File: src/rtl/bp_be_dcache_replay_buffer_pkg.sv
// Shared defaults and elaboration helpers for the dcache replay buffer.
// Payload packing stays with the instantiating harness, so this package
// only carries parameter defaults and a helper used by the structural checks.
package bp_be_dcache_replay_buffer_pkg;

    localparam int default_els_lp         = 8;
    localparam int default_max_replays_lp = 15;

    // True when n is a power of two that is at least 2.
    function automatic bit is_pow2(input int n);
        return (n >= 2) && ((n & (n - 1)) == 0);
    endfunction

endpackage

File: src/rtl/bp_be_dcache_replay_buffer_replay_ptr.sv
// Wrap-bit pointer register used for the write, read and checkpoint pointers.
// A load takes priority over an increment; arithmetic wraps naturally
// modulo 2^width_p, i.e. modulo twice the buffer depth.
module bp_be_replay_ptr #(
    parameter int width_p = 4
) (
    input  logic               clk_i,
    input  logic               reset_i,
    input  logic               inc_i,
    input  logic               load_v_i,
    input  logic [width_p-1:0] load_i,
    output logic [width_p-1:0] ptr_o
);

    // Pointer state: reset to zero, then load or advance by one.
    always_ff @(posedge clk_i) begin
        if (reset_i) begin
            ptr_o <= '0;
        end else if (load_v_i) begin
            ptr_o <= load_i;
        end else if (inc_i) begin
            ptr_o <= ptr_o + width_p'(1);
        end
    end

endmodule

File: src/rtl/bsg_mem_1r1w.sv
// One-read one-write storage array: synchronous write, asynchronous read.
// There is no write-to-read bypass, so a word written this cycle is only
// visible on the read port after the clock edge.
module bsg_mem_1r1w #(
    parameter int width_p       = 8,
    parameter int els_p         = 8,
    parameter int addr_width_lp = (els_p > 1) ? $clog2(els_p) : 1
) (
    input  logic                     w_clk_i,
    input  logic                     w_v_i,
    input  logic [addr_width_lp-1:0] w_addr_i,
    input  logic [width_p-1:0]       w_data_i,
    input  logic [addr_width_lp-1:0] r_addr_i,
    output logic [width_p-1:0]       r_data_o
);

    logic [width_p-1:0] mem [els_p];

    // Write port: store the word at the addressed entry on the clock edge.
    always_ff @(posedge w_clk_i) begin
        if (w_v_i) begin
            mem[w_addr_i] <= w_data_i;
        end
    end

    assign r_data_o = mem[r_addr_i];

endmodule

File: src/rtl/bp_be_dcache_replay_buffer.sv
// Checkpointed replay FIFO between the dcache request source and the dcache.
// Entries are dispatched speculatively and stay resident until committed;
// a rollback rewinds dispatch to the oldest uncommitted entry, and a
// saturating counter flags repeated rollbacks without forward progress.
module bp_be_dcache_replay_buffer
    import bp_be_dcache_replay_buffer_pkg::*;
#(
    parameter int width_p       = 8,
    parameter int els_p         = default_els_lp,
    parameter int max_replays_p = default_max_replays_lp
) (
    input  logic                               clk_i,
    input  logic                               reset_i,
    input  logic [width_p-1:0]                 data_i,
    input  logic                               v_i,
    output logic                               ready_o,
    output logic [width_p-1:0]                 data_o,
    output logic                               v_o,
    input  logic                               yumi_i,
    input  logic                               ckpt_v_i,
    input  logic                               roll_v_i,
    input  logic                               clr_v_i,
    output logic [$clog2(els_p+1)-1:0]         inflight_o,
    output logic [$clog2(els_p+1)-1:0]         count_o,
    output logic [$clog2(max_replays_p+1)-1:0] replay_cnt_o,
    output logic                               replay_limit_o
);

    localparam int ptr_width_lp  = $clog2(els_p) + 1;
    localparam int addr_width_lp = ptr_width_lp - 1;
    localparam int cnt_width_lp  = $clog2(els_p + 1);
    localparam int rc_width_lp   = $clog2(max_replays_p + 1);

    logic [ptr_width_lp-1:0] wptr, rptr, cptr, cptr_next;
    logic [ptr_width_lp-1:0] count_raw, inflight_raw;
    logic                    write_en, read_en, ckpt_accept;
    logic                    rptr_load;
    logic [rc_width_lp-1:0]  replay_cnt;

    assign count_raw    = wptr - cptr;
    assign inflight_raw = rptr - cptr;

    assign ready_o    = (count_raw != ptr_width_lp'(els_p));
    assign v_o        = (rptr != wptr);
    assign count_o    = cnt_width_lp'(count_raw);
    assign inflight_o = cnt_width_lp'(inflight_raw);

    // A clear discards the read-side controls, so a commit only counts when
    // something is in flight and no clear is happening this cycle.
    assign write_en    = v_i & ready_o;
    assign read_en     = yumi_i & v_o & ~roll_v_i & ~clr_v_i;
    assign ckpt_accept = ckpt_v_i & (inflight_raw != '0) & ~clr_v_i;

    // The rollback target is the checkpoint as it will stand after this
    // cycle's commit, so a same-cycle commit is not replayed.
    assign cptr_next = clr_v_i ? wptr : (cptr + ptr_width_lp'(ckpt_accept));
    assign rptr_load = clr_v_i | roll_v_i;

    bp_be_replay_ptr #(.width_p(ptr_width_lp)) wptr_reg (
        .clk_i    (clk_i),
        .reset_i  (reset_i),
        .inc_i    (write_en),
        .load_v_i (1'b0),
        .load_i   ('0),
        .ptr_o    (wptr)
    );

    bp_be_replay_ptr #(.width_p(ptr_width_lp)) rptr_reg (
        .clk_i    (clk_i),
        .reset_i  (reset_i),
        .inc_i    (read_en),
        .load_v_i (rptr_load),
        .load_i   (cptr_next),
        .ptr_o    (rptr)
    );

    bp_be_replay_ptr #(.width_p(ptr_width_lp)) cptr_reg (
        .clk_i    (clk_i),
        .reset_i  (reset_i),
        .inc_i    (ckpt_accept),
        .load_v_i (clr_v_i),
        .load_i   (wptr),
        .ptr_o    (cptr)
    );

    bsg_mem_1r1w #(
        .width_p (width_p),
        .els_p   (els_p)
    ) storage (
        .w_clk_i  (clk_i),
        .w_v_i    (write_en),
        .w_addr_i (wptr[addr_width_lp-1:0]),
        .w_data_i (data_i),
        .r_addr_i (rptr[addr_width_lp-1:0]),
        .r_data_o (data_o)
    );

    // Consecutive-rollback counter: any forward progress or clear restarts it,
    // a rollback without progress advances it up to the saturation value.
    always_ff @(posedge clk_i) begin
        if (reset_i) begin
            replay_cnt <= '0;
        end else if (clr_v_i | ckpt_accept) begin
            replay_cnt <= '0;
        end else if (roll_v_i && (replay_cnt != rc_width_lp'(max_replays_p))) begin
            replay_cnt <= replay_cnt + rc_width_lp'(1);
        end
    end

    assign replay_cnt_o   = replay_cnt;
    assign replay_limit_o = (replay_cnt == rc_width_lp'(max_replays_p));

    // Protocol and configuration checks for simulation.
    a_depth_pow2:    assert property (@(posedge clk_i) is_pow2(els_p));
    a_enq_when_full: assert property (@(posedge clk_i) disable iff (reset_i) v_i |-> ready_o);
    a_yumi_no_data:  assert property (@(posedge clk_i) disable iff (reset_i) yumi_i |-> v_o);
    a_ckpt_nothing:  assert property (@(posedge clk_i) disable iff (reset_i) ckpt_v_i |-> (inflight_raw != '0));

endmodule

File: config.mk
export PLATFORM = sky130hd
export DESIGN_NAME = bp_be_dcache_replay_buffer
export DESIGN_NICKNAME = d
export VERILOG_FILES = /design/src/rtl/bp_be_dcache_replay_buffer_pkg.sv /design/src/rtl/bp_be_dcache_replay_buffer_replay_ptr.sv /design/src/rtl/bsg_mem_1r1w.sv /design/src/rtl/bp_be_dcache_replay_buffer.sv
export SDC_FILE = /design/constraint.sdc
export NUM_CORES = 1
export LEC_CHECK = 0
export CAP_MARGIN = 20
export CORE_MARGIN = 2
export CORE_UTILIZATION = 57
export CTS_CLUSTER_SIZE = 8
export DETAILED_ROUTE_END_ITERATION = 8
export PLACE_DENSITY = 0.82
export REMOVE_ABC_BUFFERS = 1
export SLEW_MARGIN = 20
export SYNTH_ARGS = -nofsm -noshare
export SYNTH_HDL_FRONTEND = slang
export SYNTH_HIERARCHICAL = 1
export SYNTH_SLANG_ARGS = --single-unit
File: constraint.sdc
create_clock -name clk_i -period 4.64 [get_ports clk_i]
set_input_delay 0.928 -clock clk_i [delete_from_list [all_inputs] [get_ports clk_i]]
set_output_delay 0.928 -clock clk_i [all_outputs]
set_load 0.005 [all_outputs]
# [Word level (Yosys, flattened, before mapping)]
# Memories as Yosys holds them, arrays and structs flattened. A register that Yosys moved wholly into a read port is not among the register bits.
# Index checks and enable logic that the tools add are counted.
[word_totals] register_bits=16 ram_bits=64 out_inout_bits=23 mem_count=1
[memory_table] memory="storage.mem" depth=8 width=8 read_ports=1 rd_ports_with_merged_regs=1 wr=1 line_no="bsg_mem_1r1w.sv:17" source="logic [width_p-1:0] mem [els_p];"
[op_classes] add_sub_neg=7 n_eq_ne=4 mux=9 bitwise_logic=10 reduce_logical=5
[ops] op="two-way mux 4 bit" n=5
[ops] op="adder 4 x 1 -> 4 bit (second input constant)" n=4
[ops] op="!= test 4 bit (second input constant)" n=2
[ops] op="subtractor 4 bit" n=2
[ops] op="bitwise AND 1 bit" n=6
[ops] op="two-way mux 3 bit" n=2
[ops] op="adder 4 x 1 -> 4 bit" n=1
[ops] op="equality test 4 bit (second input constant)" n=1
[ops] op="!= test 4 bit" n=1
[ops] op="nonzero test 2 bit" n=2
[ops] op="nonzero test 4 bit" n=1
[ops] op="two-way mux 1 bit" n=2
[ops] op="inverter 1 bit" n=2
[ops] op="OR 1 bit" n=2
[ops] op="OR reduction 2 bit" n=1
[ops] op="logical AND 1 bit" n=1

# [Depth between registers and ports, before layout]
[logic_depth] word_depth=9 ltp_mapped=15 ltp_nobuf=15

# [By module]
# Netlist, hierarchy kept.
[modules_own_cells] mod="bsg_mem_1r1w" n_inst=1 cells_per_inst=106 area_each_um2=2531.2 seq_area_each_um2=1921.8
[modules_own_cells] mod="bp_be_dcache_replay_buffer" n_inst=1 cells_per_inst=82 area_each_um2=670.6 seq_area_each_um2=80.1
[modules_own_cells] mod="bp_be_replay_ptr" n_inst=3 cells_per_inst=22 area_each_um2=205.2 seq_area_each_um2=80.1

# [Worst setup path before layout]
# Ideal clock, no wire load.
[synth_timing] kind="reg2reg" from="reg wptr_reg.ptr_o[0]" to="mem storage.mem[4][0], enable pin" arrival_ps=2921 t_required_ps=4257 setup_slack_ps=1335 path_stages_with_launch=10 n_path_buf=0 path_cell_list="dfxtp_1 inv_1 ha_1 fa_1 xnor2_1 or3_1 a211oi_1 nor3b_1 nand2_1 nor3_1"
[synth_between] elab_chain_len=5
[synth_rtl] item="start: declaration" line_no="bp_be_dcache_replay_buffer_replay_ptr.sv:12" source="output logic [width_p-1:0] ptr_o"
[synth_rtl] item="start signal: assignment" line_no="bp_be_dcache_replay_buffer_replay_ptr.sv:20" source="ptr_o <= load_i;"
[synth_rtl] item="start signal: assignment" line_no="bp_be_dcache_replay_buffer_replay_ptr.sv:22" source="ptr_o <= ptr_o + width_p'(1);"
[synth_rtl] item="subtractor 4 bit" line_no="bp_be_dcache_replay_buffer.sv:40" source="assign count_raw = wptr - cptr;"
[synth_rtl] item="net count_o[2]" line_no="bp_be_dcache_replay_buffer.sv:24" source="output logic [$clog2(els_p+1)-1:0] count_o,"
[synth_rtl] item="!= test 4 bit" line_no="bp_be_dcache_replay_buffer.sv:43" source="assign ready_o = (count_raw != ptr_width_lp'(els_p));"
[synth_rtl] item="bitwise AND 1 bit" line_no="bp_be_dcache_replay_buffer.sv:50" source="assign write_en = v_i & ready_o;"
[synth_rtl] item="net write_en" line_no="bp_be_dcache_replay_buffer.sv:36" source="logic write_en, read_en, ckpt_accept;"
[synth_rtl] item="two-way mux 1 bit" line_no="bsg_mem_1r1w.sv:21" source="if (w_v_i) begin"
[synth_rtl] item="two-way mux 1 bit (implied by the code)" line_no="bsg_mem_1r1w.sv:22" source="mem[w_addr_i] <= w_data_i;"
[synth_rtl] item="end: declaration" line_no="bsg_mem_1r1w.sv:17"
# The timed path passes the listed nets, and every way through them passes these cells.

# [Final worst setup path]
[layout_timing] from="reg wptr_reg.ptr_o[0]" to="out ready_o"
[layout_between] elab_chain_len=2
[layout_rtl] item="subtractor 4 bit" line_no="bp_be_dcache_replay_buffer.sv:40"
[layout_rtl] item="!= test 4 bit" line_no="bp_be_dcache_replay_buffer.sv:43"
[layout_rtl] item="end: declaration" line_no="bp_be_dcache_replay_buffer.sv:16" source="output logic ready_o,"
# Every way passes these cells.

==> metrics.yaml <==
finalCritPeriodShare_pct: 83.4
maximum_number_of_pins_on_one_net_before_global_route_repair: 22
clock-sinks: 80
global_route_wire_length_before_repair_um: 11200
finish.instance_area_mm2: 0.00448
routed-via-count: 2191
fp.coreArea_mm2: 0.00642
placedCellCount: 368
cp_slowest_stage_delay_ps: 570
route.detailed.wl_per_inst_um: 18.0
pre_cts_slack_ps: 1020
gpl.final_weighted_congestion: 0.753
grt_antenna_before_repair: 0
clkTransAtPathRegs_ps: 90
post_dp_area_mm2: 0.00427
io_buffers: 37
vdd.ir_drop.worst_mv: 0.323
die_w_um: 85.8
cts_tree: "built"
drive_above_1_share_pct: 11.4
synth-async-reset-ratio_pct: 0
ys_types: 41
initial_drt_pass_iterations: 7
post_synth_instance_area_mm2: 0.00382
postCtsSetupRepairBufs: 0
post_synth.cell_area_avg_um2: 15.0
yosys_warnings: 6
timing.reg2reg.setup_slack_ps: 970
final_max_slew_viol_count: 0
status: "complete, but fails checks"
dr_wl_met3_um: 321
hold_path.class: "register to register"
detailed_place_hpwl_um: 4780
timing_worst_setup_path_type: "register to primary output"
critical_path.max_fanout: 12
report.final.hold_viol_count: 0
io-pin-count: 38
crit_slowest_cell: "sky130_fd_sc_hd__dfxtp_1"
max-clock-path-buffers: 2
post_layout_nonfiller_instances: 384
worstPathArrival_ps: 2940
synth_seq_cells: 80
area_enclosed_by_the_die_boundary_mm2: 0.00737
finClkSkew_ps: 8.42
post_cts_resize_count: 0
worstSkewPairLatency_ps: 340
drcViolationCount: 3
placementRows: 29
clock_tree.htree_level_count: 3
drtAntennaViolNets: 0
worst_slew_margin_relative_to_its_limit_pct: 45.2
rsz0062_at_grt: "false"
failed_checks: "DRC"
layout-area-overhead-vs-synth_pct: 17.5
setup_violations: 0
max_freq_ghz: 0.259
detail_route.wirelength_um: 6920
global_route.usage.total_pct: 20.7
grt_overflow: 0
top_ff_cell_synth: "sky130_fd_sc_hd__edfxtp_1"
fin_ws_ps: 772
worst-endpoint-required_ps: 3710
cp_num_buf_inv: 3
cpMostUsedCell: "sky130_fd_sc_hd__inv_1"
synth-seq-area-share_pct: 58.7
static-leakage-power_nw: 1.63
cts-buffers-inserted: 9
power_per_cell_area_mw_per_mm2: 376
nets: 331
fin_worst_hold_slack_ps: 594
critical_path.top_delay_family: "simple AND/OR/NAND/NOR gates"
grt_pass1_vias: 2202
die_h_um: 85.8
number_of_drc_markers_after_the_initial_detailed_route_iteration: 128
cp-end-kind: "primary output"
floorplan.initialDensity_pct: 59.4
tightestPinTransition_ps: 820
cell_chain_of_the_critical_path: "inv_1 > ha_1 > fa_1 > inv_1 > or3_1 > nor4b_2 > nor2_1 > clkdlybuf4s50_1"
setup.worst_path.start_class: "register"
hold_fix_buffers_cts: 0
insertedDiodeCount: 0
top_layer: "met4"
post_synth_inst_count: 254
dr_wl_met2_um: 3410
timing.final.crit_period_ps: 3870
m1WireLength_um: 3140
setup-tns-final_ps: 0
drv.max_cap_violation_count: 0
synth_edf_count: 64
vias_per_cell: 5.71
clock-root-buffer: "sky130_fd_sc_hd__clkbuf_8"
## layer usage
metal / up-vias / track usage, %
met5: - / 0
met4: 0 / 6.06
met3: 4 / 4.91
met2: 58 / 34.2
met1: 1075 / 27.9
li1: 1054 / -
## logic make-up (layout without fill, tap and decap cells)
family	Yosys count	count (layout)	share of synthesized area (%)
compound gates	21	21	3.70
xor+xnor	21	21	4.82
fa+ha+maj	14	14	4.98
buf+inv	28	77	3.51
flops	80	80	58.7
mux	37	37	16.8
other cells	1	5	0.0982
simple gates	52	52	7.31
## path summary, 6_finish.rpt
| kind | from | endpoint | depth (start not counted) |
|---|---|---|---|
| worst max-delay path | wptr_reg/ptr_o[0] | ready_o | 8 |
| worst min-delay path | replay_cnt_o[3] | replay_cnt_o[3] | 2 |
| worst max register to register | wptr_reg/ptr_o[0] | storage/mem[5][0] | 9 |
| worst min register to register | replay_cnt_o[3] | replay_cnt_o[3] | 2 |
## state kept, by name, indices dropped and copies added, names as in the netlist
signal          count
wptr_reg/ptr_o      4
replay_cnt_o        4
rptr_reg/ptr_o      4
cptr_reg/ptr_o      4
storage/mem        64
## through the flow
step	util, %	power [W]
2_1_floorplan	-	0.00102
3_3_place_gp	66.5	0.00116
3_5_place_dp	66.5	0.00117
4_1_cts	69.8	0.00170
5_1_grt	69.8	0.00176
6_report	69.8	0.00168
## cell usage in the layout, fill, tap and decap left out, types with 6 or more instances in the layout
cell and count:
sky130_fd_sc_hd__xnor2_1 14, sky130_fd_sc_hd__edfxtp_1 64, sky130_fd_sc_hd__clkdlybuf4s50_1 37, sky130_fd_sc_hd__a21oi_1 8, sky130_fd_sc_hd__xor2_1 7, sky130_fd_sc_hd__mux2_2 10, sky130_fd_sc_hd__mux4_1 15, sky130_fd_sc_hd__nor2_1 15
sky130_fd_sc_hd__mux2i_1 8, sky130_fd_sc_hd__dfxtp_1 16, sky130_fd_sc_hd__ha_1 12, sky130_fd_sc_hd__clkbuf_8 9, sky130_fd_sc_hd__inv_1 19, sky130_fd_sc_hd__nand2_1 10, sky130_fd_sc_hd__o21a_1 6
## layout make-up
| class | instances | area (µm²) |
|---|---|---|
| Inverter | 19 | 71.3 |
| Timing Repair Buffer | 42 | 408 |
| Multi-Input combinational cell | 150 | 1460 |
| Clock inverter | 7 | 86.3 |
| Sequential cell | 80 | 2240 |
| Clock buffer | 9 | 124 |
| Tap cell | 77 | 96.3 |
| Fill cell | 429 | 1940 |
## synth_stat cells, drive strengths merged, types with 3 or more instances
cell type	n	share of area, %
a21oi	8	1.0
buf	7	1.4
dfxtp	16	8.4
edfxtp	64	50
ha	12	3.9
inv	19	1.9
mux2	13	3.8
mux2i	8	2.1
mux4	16	11
nand2	10	0.98
nand2b	4	0.66
nand4	5	0.82
nor2	15	1.5
nor3	3	0.39
nor4	3	0.49
o21a	6	1.2
o21ai	4	0.52
xnor2	14	3.2
xor2	7	1.6
## worst reg2reg max path: stages (launching register included)
cell and delay, ps:
sky130_fd_sc_hd__dfxtp_1 570, sky130_fd_sc_hd__inv_1 90, sky130_fd_sc_hd__ha_1 230, sky130_fd_sc_hd__fa_1 380, sky130_fd_sc_hd__xnor2_1 190, sky130_fd_sc_hd__or3_1 170, sky130_fd_sc_hd__a211oi_1 60, sky130_fd_sc_hd__nor3b_1 700
sky130_fd_sc_hd__nand2_1 240, sky130_fd_sc_hd__nor2_1 660
## power breakdown
part	leakage [nW]	switching [W]	total (W)	internal, W
sequential	0.712	0.0000250	0.000831	0.000806
combinational	0.815	0.000142	0.000323	0.000181
clock	0.104	0.000269	0.000529	0.000261
Note: power is estimated with default switching activity, not from simulation.
